**config.mk**
```make
export PLATFORM = sky130hd
export DESIGN_NAME = lcd_display_ctrl_flat
export DESIGN_NICKNAME = d
export VERILOG_FILES = /design/src/rtl/lcd_display_ctrl_pkg.sv /design/src/rtl/lcd_display_ctrl_if.sv /design/src/rtl/lcd_display_ctrl_bin_to_bcd_seq.sv /design/src/rtl/lcd_display_ctrl.sv /design/src/flat_wrapper.sv
export SDC_FILE = /design/constraint.sdc
export NUM_CORES = 1
export LEC_CHECK = 0
export ABC_AREA = 1
export BUFFER_PORTS_ARGS = -buffer_cell sky130_fd_sc_hd__buf_2
export CORE_MARGIN = 2
export CORE_UTILIZATION = 48
export CTS_CLUSTER_DIAMETER = 60
export DETAILED_ROUTE_END_ITERATION = 10
export PLACE_DENSITY_LB_ADDON = 0.15
export SYNTH_ARGS = -nofsm -noshare
export SYNTH_HDL_FRONTEND = slang
export SYNTH_SLANG_ARGS = --single-unit
```
**constraint.sdc**
```tcl
create_clock -name clk -period 2.23 [get_ports clk]
set_input_delay 0.446 -clock clk [delete_from_list [all_inputs] [get_ports clk]]
set_output_delay 0.446 -clock clk [all_outputs]
set_load 0.005 [all_outputs]
```
**src/rtl/lcd_display_ctrl_pkg.sv**
```systemverilog
// Shared definitions for the LCD display controller: opcodes, HD44780 command bytes,
// the mnemonic character table and FSM state types.
package lcd_display_ctrl_pkg;

  // CPU opcodes
  localparam logic [2:0] OP_LOAD = 3'b000;
  localparam logic [2:0] OP_ADD  = 3'b001;
  localparam logic [2:0] OP_ADDI = 3'b010;
  localparam logic [2:0] OP_SUB  = 3'b011;
  localparam logic [2:0] OP_SUBI = 3'b100;
  localparam logic [2:0] OP_MUL  = 3'b101;
  localparam logic [2:0] OP_CLR  = 3'b110;
  localparam logic [2:0] OP_DISP = 3'b111;

  // LCD command bytes
  localparam logic [7:0] FUNC_SET = 8'h38;
  localparam logic [7:0] DISP_ON  = 8'h0C;
  localparam logic [7:0] ENTRY    = 8'h06;
  localparam logic [7:0] CLEAR    = 8'h01;
  localparam logic [7:0] LINE1    = 8'h80;
  localparam logic [7:0] LINE2    = 8'hC0;

  // Index of the final byte in the init and update sequences
  localparam logic [4:0] LAST_INIT = 5'd3;
  localparam logic [4:0] LAST_XFER = 5'd17;

  typedef enum logic [2:0] {
    StPwrWait,
    StInit,
    StIdle,
    StConvert,
    StXfer
  } state_e;

  // Phases of a single byte transfer (also reused to sequence CONVERT)
  typedef enum logic [1:0] {
    PhLaunch,
    PhStrobe,
    PhWait
  } phase_e;

  // Five-character mnemonic, leftmost character in the top byte
  function automatic logic [39:0] mnem_str(input logic [2:0] op);
    logic [39:0] s;
    unique case (op)
      OP_LOAD: s = "LOAD ";
      OP_ADD:  s = "ADD  ";
      OP_ADDI: s = "ADDI ";
      OP_SUB:  s = "SUB  ";
      OP_SUBI: s = "SUBI ";
      OP_MUL:  s = "MUL  ";
      OP_CLR:  s = "CLR  ";
      default: s = "DISP ";
    endcase
    return s;
  endfunction

  // Power-on initialisation command sequence
  function automatic logic [7:0] init_cmd(input logic [1:0] i);
    logic [7:0] c;
    unique case (i)
      2'd0:    c = FUNC_SET;
      2'd1:    c = DISP_ON;
      2'd2:    c = ENTRY;
      default: c = CLEAR;
    endcase
    return c;
  endfunction

  // Upper-case ASCII hex digit
  function automatic logic [7:0] hex_char(input logic [3:0] n);
    return (n < 4'd10) ? (8'h30 + {4'h0, n}) : (8'h37 + {4'h0, n});
  endfunction

endpackage

```
**src/rtl/lcd_display_ctrl_if.sv**
```systemverilog
// CPU-side handshake plus LCD pin bundle for lcd_display_ctrl.
interface lcd_display_ctrl_if;
  logic        start;
  logic [2:0]  opcode;
  logic [15:0] result;
  logic        busy;
  logic        done;
  logic        lcd_rs;
  logic        lcd_rw;
  logic        lcd_e;
  logic [7:0]  lcd_data;

  // Requester side (CPU / testbench)
  modport master (
    output start, opcode, result,
    input  busy, done, lcd_rs, lcd_rw, lcd_e, lcd_data
  );

  // Controller side
  modport slave (
    input  start, opcode, result,
    output busy, done, lcd_rs, lcd_rw, lcd_e, lcd_data
  );
endinterface

```
**src/rtl/lcd_display_ctrl_bin_to_bcd_seq.sv**
```systemverilog
// bin_to_bcd_seq: iterative double-dabble converter, 16-bit binary to 5 BCD digits.
// One shift per cycle; done pulses 17 cycles after start.
module lcd_display_ctrl_bin_to_bcd_seq (
  input  logic        clk,
  input  logic        rst,
  input  logic        start,
  input  logic [15:0] bin,
  output logic        done,
  output logic [19:0] bcd
);

  logic [35:0] sr_q, sr_adj;
  logic [4:0]  cnt_q;
  logic        run_q, done_q;

  // Add-3 correction on every BCD digit that is 5 or more before the next shift
  always_comb begin
    sr_adj = sr_q;
    for (int i = 0; i < 5; i++) begin
      if (sr_q[16 + 4 * i +: 4] >= 4'd5) begin
        sr_adj[16 + 4 * i +: 4] = sr_q[16 + 4 * i +: 4] + 4'd3;
      end
    end
  end

  // Load on start, then 16 correct-and-shift steps
  always_ff @(posedge clk) begin
    if (rst) begin
      sr_q   <= '0;
      cnt_q  <= '0;
      run_q  <= 1'b0;
      done_q <= 1'b0;
    end else if (start) begin
      sr_q   <= {20'h0, bin};
      cnt_q  <= 5'd16;
      run_q  <= 1'b1;
      done_q <= 1'b0;
    end else if (run_q) begin
      sr_q   <= {sr_adj[34:0], 1'b0};
      cnt_q  <= cnt_q - 5'd1;
      run_q  <= (cnt_q != 5'd1);
      done_q <= (cnt_q == 5'd1);
    end else begin
      done_q <= 1'b0;
    end
  end

  assign done = done_q;
  assign bcd  = sr_q[35:16];

endmodule

```
**src/rtl/lcd_display_ctrl.sv**
```systemverilog
// HD44780 16x2 LCD controller (8-bit mode) for the mini-CPU result path.
// Line 1: "OP:" + mnemonic; line 2: "=" + signed 5-digit decimal.
// Optional build macro LCD_HEX_EN: line 2 becomes "=0x" + 4 hex digits, no BCD converter.
module lcd_display_ctrl
  import lcd_display_ctrl_pkg::*;
#(
  parameter int unsigned POWERON_WAIT_CYC = 750000,
  parameter int unsigned E_PULSE_CYC      = 12,
  parameter int unsigned CMD_WAIT_CYC     = 2500,
  parameter int unsigned CLEAR_WAIT_CYC   = 80000
) (
  input logic                clk,
  input logic                rst,
  lcd_display_ctrl_if.slave  bus
);

  state_e      state_q, state_d;
  phase_e      ph_q, ph_d;
  logic [31:0] cnt_q, cnt_d;
  logic [4:0]  idx_q, idx_d;
  logic        busy_q, busy_d;
  logic        done_q, done_d;
  logic        e_q, e_d;
  logic        rs_q, rs_d;
  logic [7:0]  data_q, data_d;
  logic [2:0]  op_q, op_d;
  logic [15:0] res_q, res_d;

  logic        cur_rs;
  logic [7:0]  cur_byte;
  logic [39:0] mn;

`ifndef LCD_HEX_EN
  logic [19:0] digits_q, digits_d;
  logic        neg;
  logic [15:0] mag;
  logic        bcd_start, bcd_done;
  logic [19:0] bcd;

  // Magnitude of the latched result; 0x8000 maps to 32768
  assign neg = res_q[15];
  assign mag = neg ? (~res_q + 16'd1) : res_q;

  lcd_display_ctrl_bin_to_bcd_seq u_bcd (
    .clk   (clk),
    .rst   (rst),
    .start (bcd_start),
    .bin   (mag),
    .done  (bcd_done),
    .bcd   (bcd)
  );
`endif

  // Byte to launch for the current sequence position
  always_comb begin
    cur_rs   = 1'b0;
    cur_byte = 8'h00;
    mn       = mnem_str(op_q);
    if (state_q == StInit) begin
      cur_byte = init_cmd(idx_q[1:0]);
    end else begin
      unique case (idx_q)
        5'd0:  cur_byte = CLEAR;
        5'd1:  cur_byte = LINE1;
        5'd2:  begin cur_rs = 1'b1; cur_byte = "O"; end
        5'd3:  begin cur_rs = 1'b1; cur_byte = "P"; end
        5'd4:  begin cur_rs = 1'b1; cur_byte = ":"; end
        5'd5:  begin cur_rs = 1'b1; cur_byte = mn[39:32]; end
        5'd6:  begin cur_rs = 1'b1; cur_byte = mn[31:24]; end
        5'd7:  begin cur_rs = 1'b1; cur_byte = mn[23:16]; end
        5'd8:  begin cur_rs = 1'b1; cur_byte = mn[15:8]; end
        5'd9:  begin cur_rs = 1'b1; cur_byte = mn[7:0]; end
        5'd10: cur_byte = LINE2;
        5'd11: begin cur_rs = 1'b1; cur_byte = "="; end
`ifdef LCD_HEX_EN
        5'd12: begin cur_rs = 1'b1; cur_byte = "0"; end
        5'd13: begin cur_rs = 1'b1; cur_byte = "x"; end
        5'd14: begin cur_rs = 1'b1; cur_byte = hex_char(res_q[15:12]); end
        5'd15: begin cur_rs = 1'b1; cur_byte = hex_char(res_q[11:8]); end
        5'd16: begin cur_rs = 1'b1; cur_byte = hex_char(res_q[7:4]); end
        5'd17: begin cur_rs = 1'b1; cur_byte = hex_char(res_q[3:0]); end
`else
        5'd12: begin cur_rs = 1'b1; cur_byte = neg ? "-" : "+"; end
        5'd13: begin cur_rs = 1'b1; cur_byte = {4'h3, digits_q[19:16]}; end
        5'd14: begin cur_rs = 1'b1; cur_byte = {4'h3, digits_q[15:12]}; end
        5'd15: begin cur_rs = 1'b1; cur_byte = {4'h3, digits_q[11:8]}; end
        5'd16: begin cur_rs = 1'b1; cur_byte = {4'h3, digits_q[7:4]}; end
        5'd17: begin cur_rs = 1'b1; cur_byte = {4'h3, digits_q[3:0]}; end
`endif
        default: ;
      endcase
    end
  end

  // Next-state: power-on wait, byte-transfer engine, handshake and conversion
  always_comb begin
    state_d = state_q;
    ph_d    = ph_q;
    cnt_d   = cnt_q;
    idx_d   = idx_q;
    busy_d  = busy_q;
    done_d  = 1'b0;
    e_d     = e_q;
    rs_d    = rs_q;
    data_d  = data_q;
    op_d    = op_q;
    res_d   = res_q;
`ifndef LCD_HEX_EN
    digits_d  = digits_q;
    bcd_start = 1'b0;
`endif
    unique case (state_q)
      StPwrWait: begin
        if (cnt_q == POWERON_WAIT_CYC - 1) begin
          state_d = StInit;
          ph_d    = PhLaunch;
          idx_d   = '0;
          cnt_d   = '0;
        end else begin
          cnt_d = cnt_q + 32'd1;
        end
      end
      StInit, StXfer: begin
        unique case (ph_q)
          PhLaunch: begin
            e_d    = 1'b1;
            rs_d   = cur_rs;
            data_d = cur_byte;
            cnt_d  = E_PULSE_CYC - 1;
            ph_d   = PhStrobe;
          end
          PhStrobe: begin
            if (cnt_q == '0) begin
              // rs/data stay put through the wait, covering the post-fall hold
              e_d   = 1'b0;
              cnt_d = (!rs_q && data_q == CLEAR) ? CLEAR_WAIT_CYC - 1 : CMD_WAIT_CYC - 1;
              ph_d  = PhWait;
            end else begin
              cnt_d = cnt_q - 32'd1;
            end
          end
          default: begin
            if (cnt_q != '0) begin
              cnt_d = cnt_q - 32'd1;
            end else if (idx_q == ((state_q == StInit) ? LAST_INIT : LAST_XFER)) begin
              done_d  = (state_q == StXfer);
              busy_d  = 1'b0;
              state_d = StIdle;
            end else begin
              idx_d = idx_q + 5'd1;
              ph_d  = PhLaunch;
            end
          end
        endcase
      end
      StIdle: begin
        if (bus.start) begin
          op_d   = bus.opcode;
          res_d  = bus.result;
          busy_d = 1'b1;
          ph_d   = PhLaunch;
          idx_d  = '0;
`ifdef LCD_HEX_EN
          state_d = StXfer;
`else
          state_d = StConvert;
`endif
        end
      end
      StConvert: begin
`ifdef LCD_HEX_EN
        state_d = StXfer;
`else
        if (ph_q == PhLaunch) begin
          bcd_start = 1'b1;
          ph_d      = PhWait;
        end else if (bcd_done) begin
          digits_d = bcd;
          state_d  = StXfer;
          ph_d     = PhLaunch;
          idx_d    = '0;
        end
`endif
      end
      default: state_d = StPwrWait;
    endcase
  end

  // State and output registers; reset restarts the power-on sequence
  always_ff @(posedge clk) begin
    if (rst) begin
      state_q <= StPwrWait;
      ph_q    <= PhLaunch;
      cnt_q   <= '0;
      idx_q   <= '0;
      busy_q  <= 1'b1;
      done_q  <= 1'b0;
      e_q     <= 1'b0;
      rs_q    <= 1'b0;
      data_q  <= 8'h00;
      op_q    <= '0;
      res_q   <= '0;
`ifndef LCD_HEX_EN
      digits_q <= '0;
`endif
    end else begin
      state_q <= state_d;
      ph_q    <= ph_d;
      cnt_q   <= cnt_d;
      idx_q   <= idx_d;
      busy_q  <= busy_d;
      done_q  <= done_d;
      e_q     <= e_d;
      rs_q    <= rs_d;
      data_q  <= data_d;
      op_q    <= op_d;
      res_q   <= res_d;
`ifndef LCD_HEX_EN
      digits_q <= digits_d;
`endif
    end
  end

  assign bus.busy     = busy_q;
  assign bus.done     = done_q;
  assign bus.lcd_rs   = rs_q;
  assign bus.lcd_rw   = 1'b0;
  assign bus.lcd_e    = e_q;
  assign bus.lcd_data = data_q;

endmodule
```
**src/flat_wrapper.sv**
```systemverilog
// flat-port wrapper written by rule: the top's interface ports become plain ports
module lcd_display_ctrl_flat import lcd_display_ctrl_pkg::*;
#(
  parameter int unsigned POWERON_WAIT_CYC = 750000,
  parameter int unsigned E_PULSE_CYC      = 12,
  parameter int unsigned CMD_WAIT_CYC     = 2500,
  parameter int unsigned CLEAR_WAIT_CYC   = 80000
)
  (clk, rst, bus_start, bus_opcode, bus_result, bus_busy, bus_done, bus_lcd_rs, bus_lcd_rw, bus_lcd_e, bus_lcd_data);
  lcd_display_ctrl_if bus_i ();
  input logic clk;
  input logic rst;
  input wire logic [$bits(bus_i.start)-1:0] bus_start;
  input wire logic [$bits(bus_i.opcode)-1:0] bus_opcode;
  input wire logic [$bits(bus_i.result)-1:0] bus_result;
  output wire logic [$bits(bus_i.busy)-1:0] bus_busy;
  output wire logic [$bits(bus_i.done)-1:0] bus_done;
  output wire logic [$bits(bus_i.lcd_rs)-1:0] bus_lcd_rs;
  output wire logic [$bits(bus_i.lcd_rw)-1:0] bus_lcd_rw;
  output wire logic [$bits(bus_i.lcd_e)-1:0] bus_lcd_e;
  output wire logic [$bits(bus_i.lcd_data)-1:0] bus_lcd_data;
  assign bus_i.start = bus_start;
  assign bus_i.opcode = bus_opcode;
  assign bus_i.result = bus_result;
  assign bus_busy = bus_i.busy;
  assign bus_done = bus_i.done;
  assign bus_lcd_rs = bus_i.lcd_rs;
  assign bus_lcd_rw = bus_i.lcd_rw;
  assign bus_lcd_e = bus_i.lcd_e;
  assign bus_lcd_data = bus_i.lcd_data;
  lcd_display_ctrl #(.POWERON_WAIT_CYC(POWERON_WAIT_CYC), .E_PULSE_CYC(E_PULSE_CYC), .CMD_WAIT_CYC(CMD_WAIT_CYC), .CLEAR_WAIT_CYC(CLEAR_WAIT_CYC)) u_core (.clk(clk), .rst(rst), .bus(bus_i));
endmodule
```
# Word level (Yosys, flattened, before mapping)
# Cells that the tools add are included.
# classes
n_addsub	10
magnitude_cmp	5
eq_ne	49
mux	60
n_bitwise	5
reduce_logical	29
# op_table
op	n
$pmux 37 s7	1
$pmux 8 s18	1
$pmux 32 s2	2
$mux 32	3
$mux 5	10
$mux 16	3
$eq 5x4->1 const B	8
$add 32x1->32 const B	1
$eq 32x20->1 const B	1
$logic_not 32->1	1
$reduce_bool 32->1	1
$sub 32x1->32 const B	1
$mux 3	9
$eq 5x3->1 const B	4
$ge 4x3->1 const B	5
$pmux 5 s4	1
$pmux 6 s3	1
$mux 17	1
$add 16x1->16 const B	1
$add 4x2->4 const B	4
$mux 4	4
$not 16->16	1
$reduce_or 15->1	1
$mux 2	7
41 further kinds	86
# word_totals
regBits	136
inputBits	22
out_inout_bits	13
word_cells	176

# Longest topological paths before layout
# depth
word_depth	7
ltp_mapped	14
ltp_nobuf	13

# Hierarchy
# Synthesis repeated with hierarchy kept, for this count alone.
# unflattened
hier_cells	1454
area_unflattened_um2	9296.4
# by_module_without_submodules
mod	n_inst	cells_per_inst	area_each_um2
lcd_display_ctrl	1	1148	6998.0
lcd_display_ctrl_bin_to_bcd_seq	1	306	2298.5

# Worst setup path after synthesis
# Ideal clock, no wire load.
# synth_timing
path_type	reg-to-reg
from	reg u_core.cnt_q[0]
to	reg u_core.busy_q (netlist: u_core.bus.busy)
setup_ns	0.132
arrival_ns	1.570
required_time_ns	2.098
slack_ns	0.529
path_stages_with_launch	13
period_less_slack_ns	1.701
cell_sequence	dfxtp_1 ha_1 nand2_2 nor2_4 nand3_1 nor2_1 nand2_1 nand2_1 nand2_2 nor2_1 nand3_1 nand2_1 nand3_1
# synth_via
elab_chain_len	3
# synth_lines
item	line	text
start: declaration	lcd_display_ctrl.sv:19	logic [31:0] cnt_q, cnt_d;
start signal: assignment	lcd_display_ctrl.sv:209	cnt_q <= cnt_d;
$reduce_bool 32->1	lcd_display_ctrl.sv:143	if (cnt_q != '0) begin
$ne 2x2->1 (no line)	-	
$reduce_and 5->1 (no line)	-	
end signal: assignment	lcd_display_ctrl.sv:211	busy_q <= busy_d;
end: declaration	lcd_display_ctrl.sv:21	logic busy_q, busy_d;
# No other way between the ends.
# A chain may end at the register's enable or synchronous reset.

# Worst setup path after layout
# layout_timing
from	reg u_core.cnt_q[1]
to	reg u_core.idx_q[2]
# layout_via
elab_chain_len	3
# layout_lines
item	line	text
$eq 32x20->1 or $reduce_bool 32->1 (tied branches)	lcd_display_ctrl.sv:114, lcd_display_ctrl.sv:143	
$ne 2x1->1 (no line) or $ne 2x2->1 (tied branches)	-	
$reduce_and 8->1 (no line) *	-	
end signal: assignment	lcd_display_ctrl.sv:210	idx_q <= idx_d;
end: declaration	lcd_display_ctrl.sv:20	logic [4:0] idx_q, idx_d;
# Every way passes the cells marked *; elsewhere a longest branch is shown, timed or not.

==> run_results.csv <==
group,metric,value,unit
sta,drv_slew,0,
synth,synth_cell_types,41,
detailed_routing,drt_iter0_drc,848,
synth,synthCells,1509,
layout,nets,1584,
sta,rsz0062_at_grt,"true",
detailed_routing,drc_errors,0,
detailed_routing,wl,26.7,mm
sta,setup_tns,0,ps
power,p_clk_frac,0.277,
synth,ys_ff_latch,136,
synth,syn_nets,1555,
power,ir_drop,0.669,mV
floorplan,die_h,143,um
sta,hold_viol,0,
detailed_routing,vias_per_cell,5.33,
layout,regArea,2730,um2
layout,fillers,1911,
layout,multi_input_area,5540,um2
place,portBuffers,33,
synth,synth_area_leaders,"dfxtp_1, nand2_1, nor2_1, a21oi_1, inv_1",
global_routing,grt_pass1_vias,8608,
floorplan,die_w,143,um
layout,drive_gt1_frac,0.101,
clocking,clk_pin_slew,60,ps
place,place_congestion,1.02,
worst_setup_path,path_max_fanout,6,
clocking,numCtsBuffers,17,
layout,post-route-cell-area,10300,um2
synth,synth_edf_count,0,
power,switchingPower,4.36,mW
global_routing,grt_start_max_net_pins,41,
synth,synthArstFlopShare,0,
global_routing,grt_usage,0.267,
layout,layout_common_cells,"nand2_1, nor2_1, inv_1, a21oi_1, dfxtp_1",
synth,synth_seq_area_share,0.294,
detailed_routing,antenna_left,0,
floorplan,rows,50,
global_routing,antenna_found_initial,0,
floorplan,ios,35,
global_routing,grt_pass1_wl,43.5,mm
floorplan,core,18800,um2
detailed_routing,wl_per_cell,14.8,um
worst_setup_path,crit_arrival,2380,ps
sta,setup_viol,0,
sta,skew,10.1,ps
power,powerDensity,982,nW/um2
clocking,insertion_delay,430,ps
clocking,clockBufferDepth,2,
layout,utilization,0.549,
worst_setup_path,reg2reg_depth,12,
worst_setup_path,worst_setup_path_end_kind,"register",
detailed_routing,vias,9646,
layout,mostFrequentLayoutCell,"nand2_1",
place,dpl_cell_area,9710,um2
clocking,clock_sinks,136,
sta,min_period,2080,ps
clocking,cts_root_buf,"clkbuf_16",
power,combPwrFrac,0.435,
sta,final.period_utilization,0.933,
synth,synth_top_cell_by_area,"dfxtp_1",
power,p_sw_frac,0.429,
power,total_leakage_power,4.55,nW
power,total_power,10.2,mW
sta,timing.final.ws_setup,149,ps
layout,antennaDiodeCount,0,
power,p_seq_frac,0.288,
worst_hold_path,hold_depth,2,
clocking,htree_levels,4,
synth,avgSynthCellArea,6.13,um2
run,drv_cap,0,
run_status,status,"finished, final reports clean",
clocking,cts_tree,"done",
layout,synthToLayoutAreaGrowth,11.7,%
synth,synth_top_area_frac,0.294,
worst_setup_path,cp_data_required_time,2520,ps
power,internal-power,5.80,mW
detailed_routing,firstDrtPassIters,6,
floorplan,fp.dieArea,20400,um2
sta,max_freq,0.480,GHz
synth,synthFlopType,"dfxtp_1",
place,dp_hpwl,20.1,mm
place,place_ws,108,ps
synth,synth_area,9260,um2
worst_setup_path,crit_type,"reg -> reg",
floorplan,start_util,0.491,
synth,yosys_warnings,0,
worst_hold_path,worst_hold_path_type,"in -> reg",
global_routing,grt_remaining_overflow,0,
worst_setup_path,cp-start-kind,"register",
-- synth_stat cells (all sizes together), types with 2 or more instances --
cell and number:
o21ai 100, o211ai 14, o22ai 3, nor2 238, dfxtp 136, a211oi 3
xor2 44, o21a 4, nand4 24, clkbuf 29, nand2 391, xnor2 6
a21o 2, or2 4, a21oi 139, inv 183, buf 32, nor3 21
nand3b 3, ha 24, nand3 102
-- sequential cells by signal, indices dropped and copies added, names as in the netlist, 2 cells and up --
signal,cells
u_core.u_bcd.sr_q,36
u_core.op_q,3
u_core.res_q,16
u_core.ph_q,2
u_core.cnt_q,32
u_core.u_bcd.cnt_q,5
u_core.state_q,3
u_core.digits_q,20
u_core.idx_q,5
u_core.bus.lcd_data,8
-- cells by family (layout without fill, tap and decap cells) --
| group | count (synthesis) | in the layout | share of synthesized area |
|---|---|---|---|
| buffers and inverters | 245 | 285 | 0.110 |
| AOI/OAI and AO/OA | 268 | 268 | 0.153 |
| adders and majority gates | 24 | 24 | 0.0324 |
| xor gates and xnor gates | 50 | 50 | 0.0473 |
| other | 1 | 1 | 0.000405 |
| and+or+nand+nor | 785 | 785 | 0.363 |
| DFF | 136 | 136 | 0.294 |
-- power by group through the flow --
stage / combinational [mW] / sequential [mW] / clock, mW
2_1_floorplan: 3.32 / 2.79 / 0
5_1_grt: 4.93 / 2.94 / 2.95
4_1_cts: 4.32 / 2.90 / 2.86
6_report: 4.42 / 2.92 / 2.82
3_5_place_dp: 4.30 / 2.95 / 0
3_3_place_gp: 4.28 / 2.96 / 0
-- path summary, 6_finish.rpt --
path / startpoint / end / slack (ps)
worst max-delay path: u_core.cnt_q[1] / u_core.idx_q[2] / 150
worst min-delay path: rst / u_core.u_bcd.sr_q[11] / 280
worst max register to register: u_core.cnt_q[1] / u_core.idx_q[2] / 150
worst min register to register: u_core.digits_q[18] / u_core.digits_q[18] / 440
-- final cells by class --
| type | count | area share |
|---|---|---|
| inverters | 184 | 0.0674 |
| repair buffers | 71 | 0.0460 |
| clock buffers | 20 | 0.0442 |
| clock inverters | 10 | 0.0119 |
| well taps | 260 | 0.0315 |
| multi-input cells | 1128 | 0.535 |
| flip-flops and latches | 136 | 0.264 |
-- what timing repair did --
item / CTS / global route
setup buffers: 0 / 2
hold endpoints to repair: 0 / 0
gates resized for setup: 0 / 11
endpoints found under the setup margin: 0 / 28
hold buffers: 0 / 0
-- metrics by stage --
| stage | cells | hold slack [ps] |
|---|---|---|
| CTS | 1807 | 274 |
| global route | 1809 | 282 |
| finish | 1809 | 282 |
| global placement | 1777 | 434 |
| floorplan | 1509 | 424 |
| detailed placement | 1777 | 437 |
-- metal layers --
metal  up-vias  track usage  share of wire
met2       306        0.423           0.45
met1      4452        0.381           0.48
li1       4868            -              -
met3        20       0.0426          0.061
met4         0       0.0641          0.010
met5         -            0              0
-- critical path: stages (launching register included) --
cell,delay (ps)
dfxtp_1,380
ha_2,250
nand2_2,90
nor2_4,210
nand3_1,110
nor2_1,130
nand2_1,150
nand2_1,120
nand2_2,80
nor2_4,170
nand2_2,120
nand2_1,80
a21oi_1,60
(Power assumes the default switching activity.)
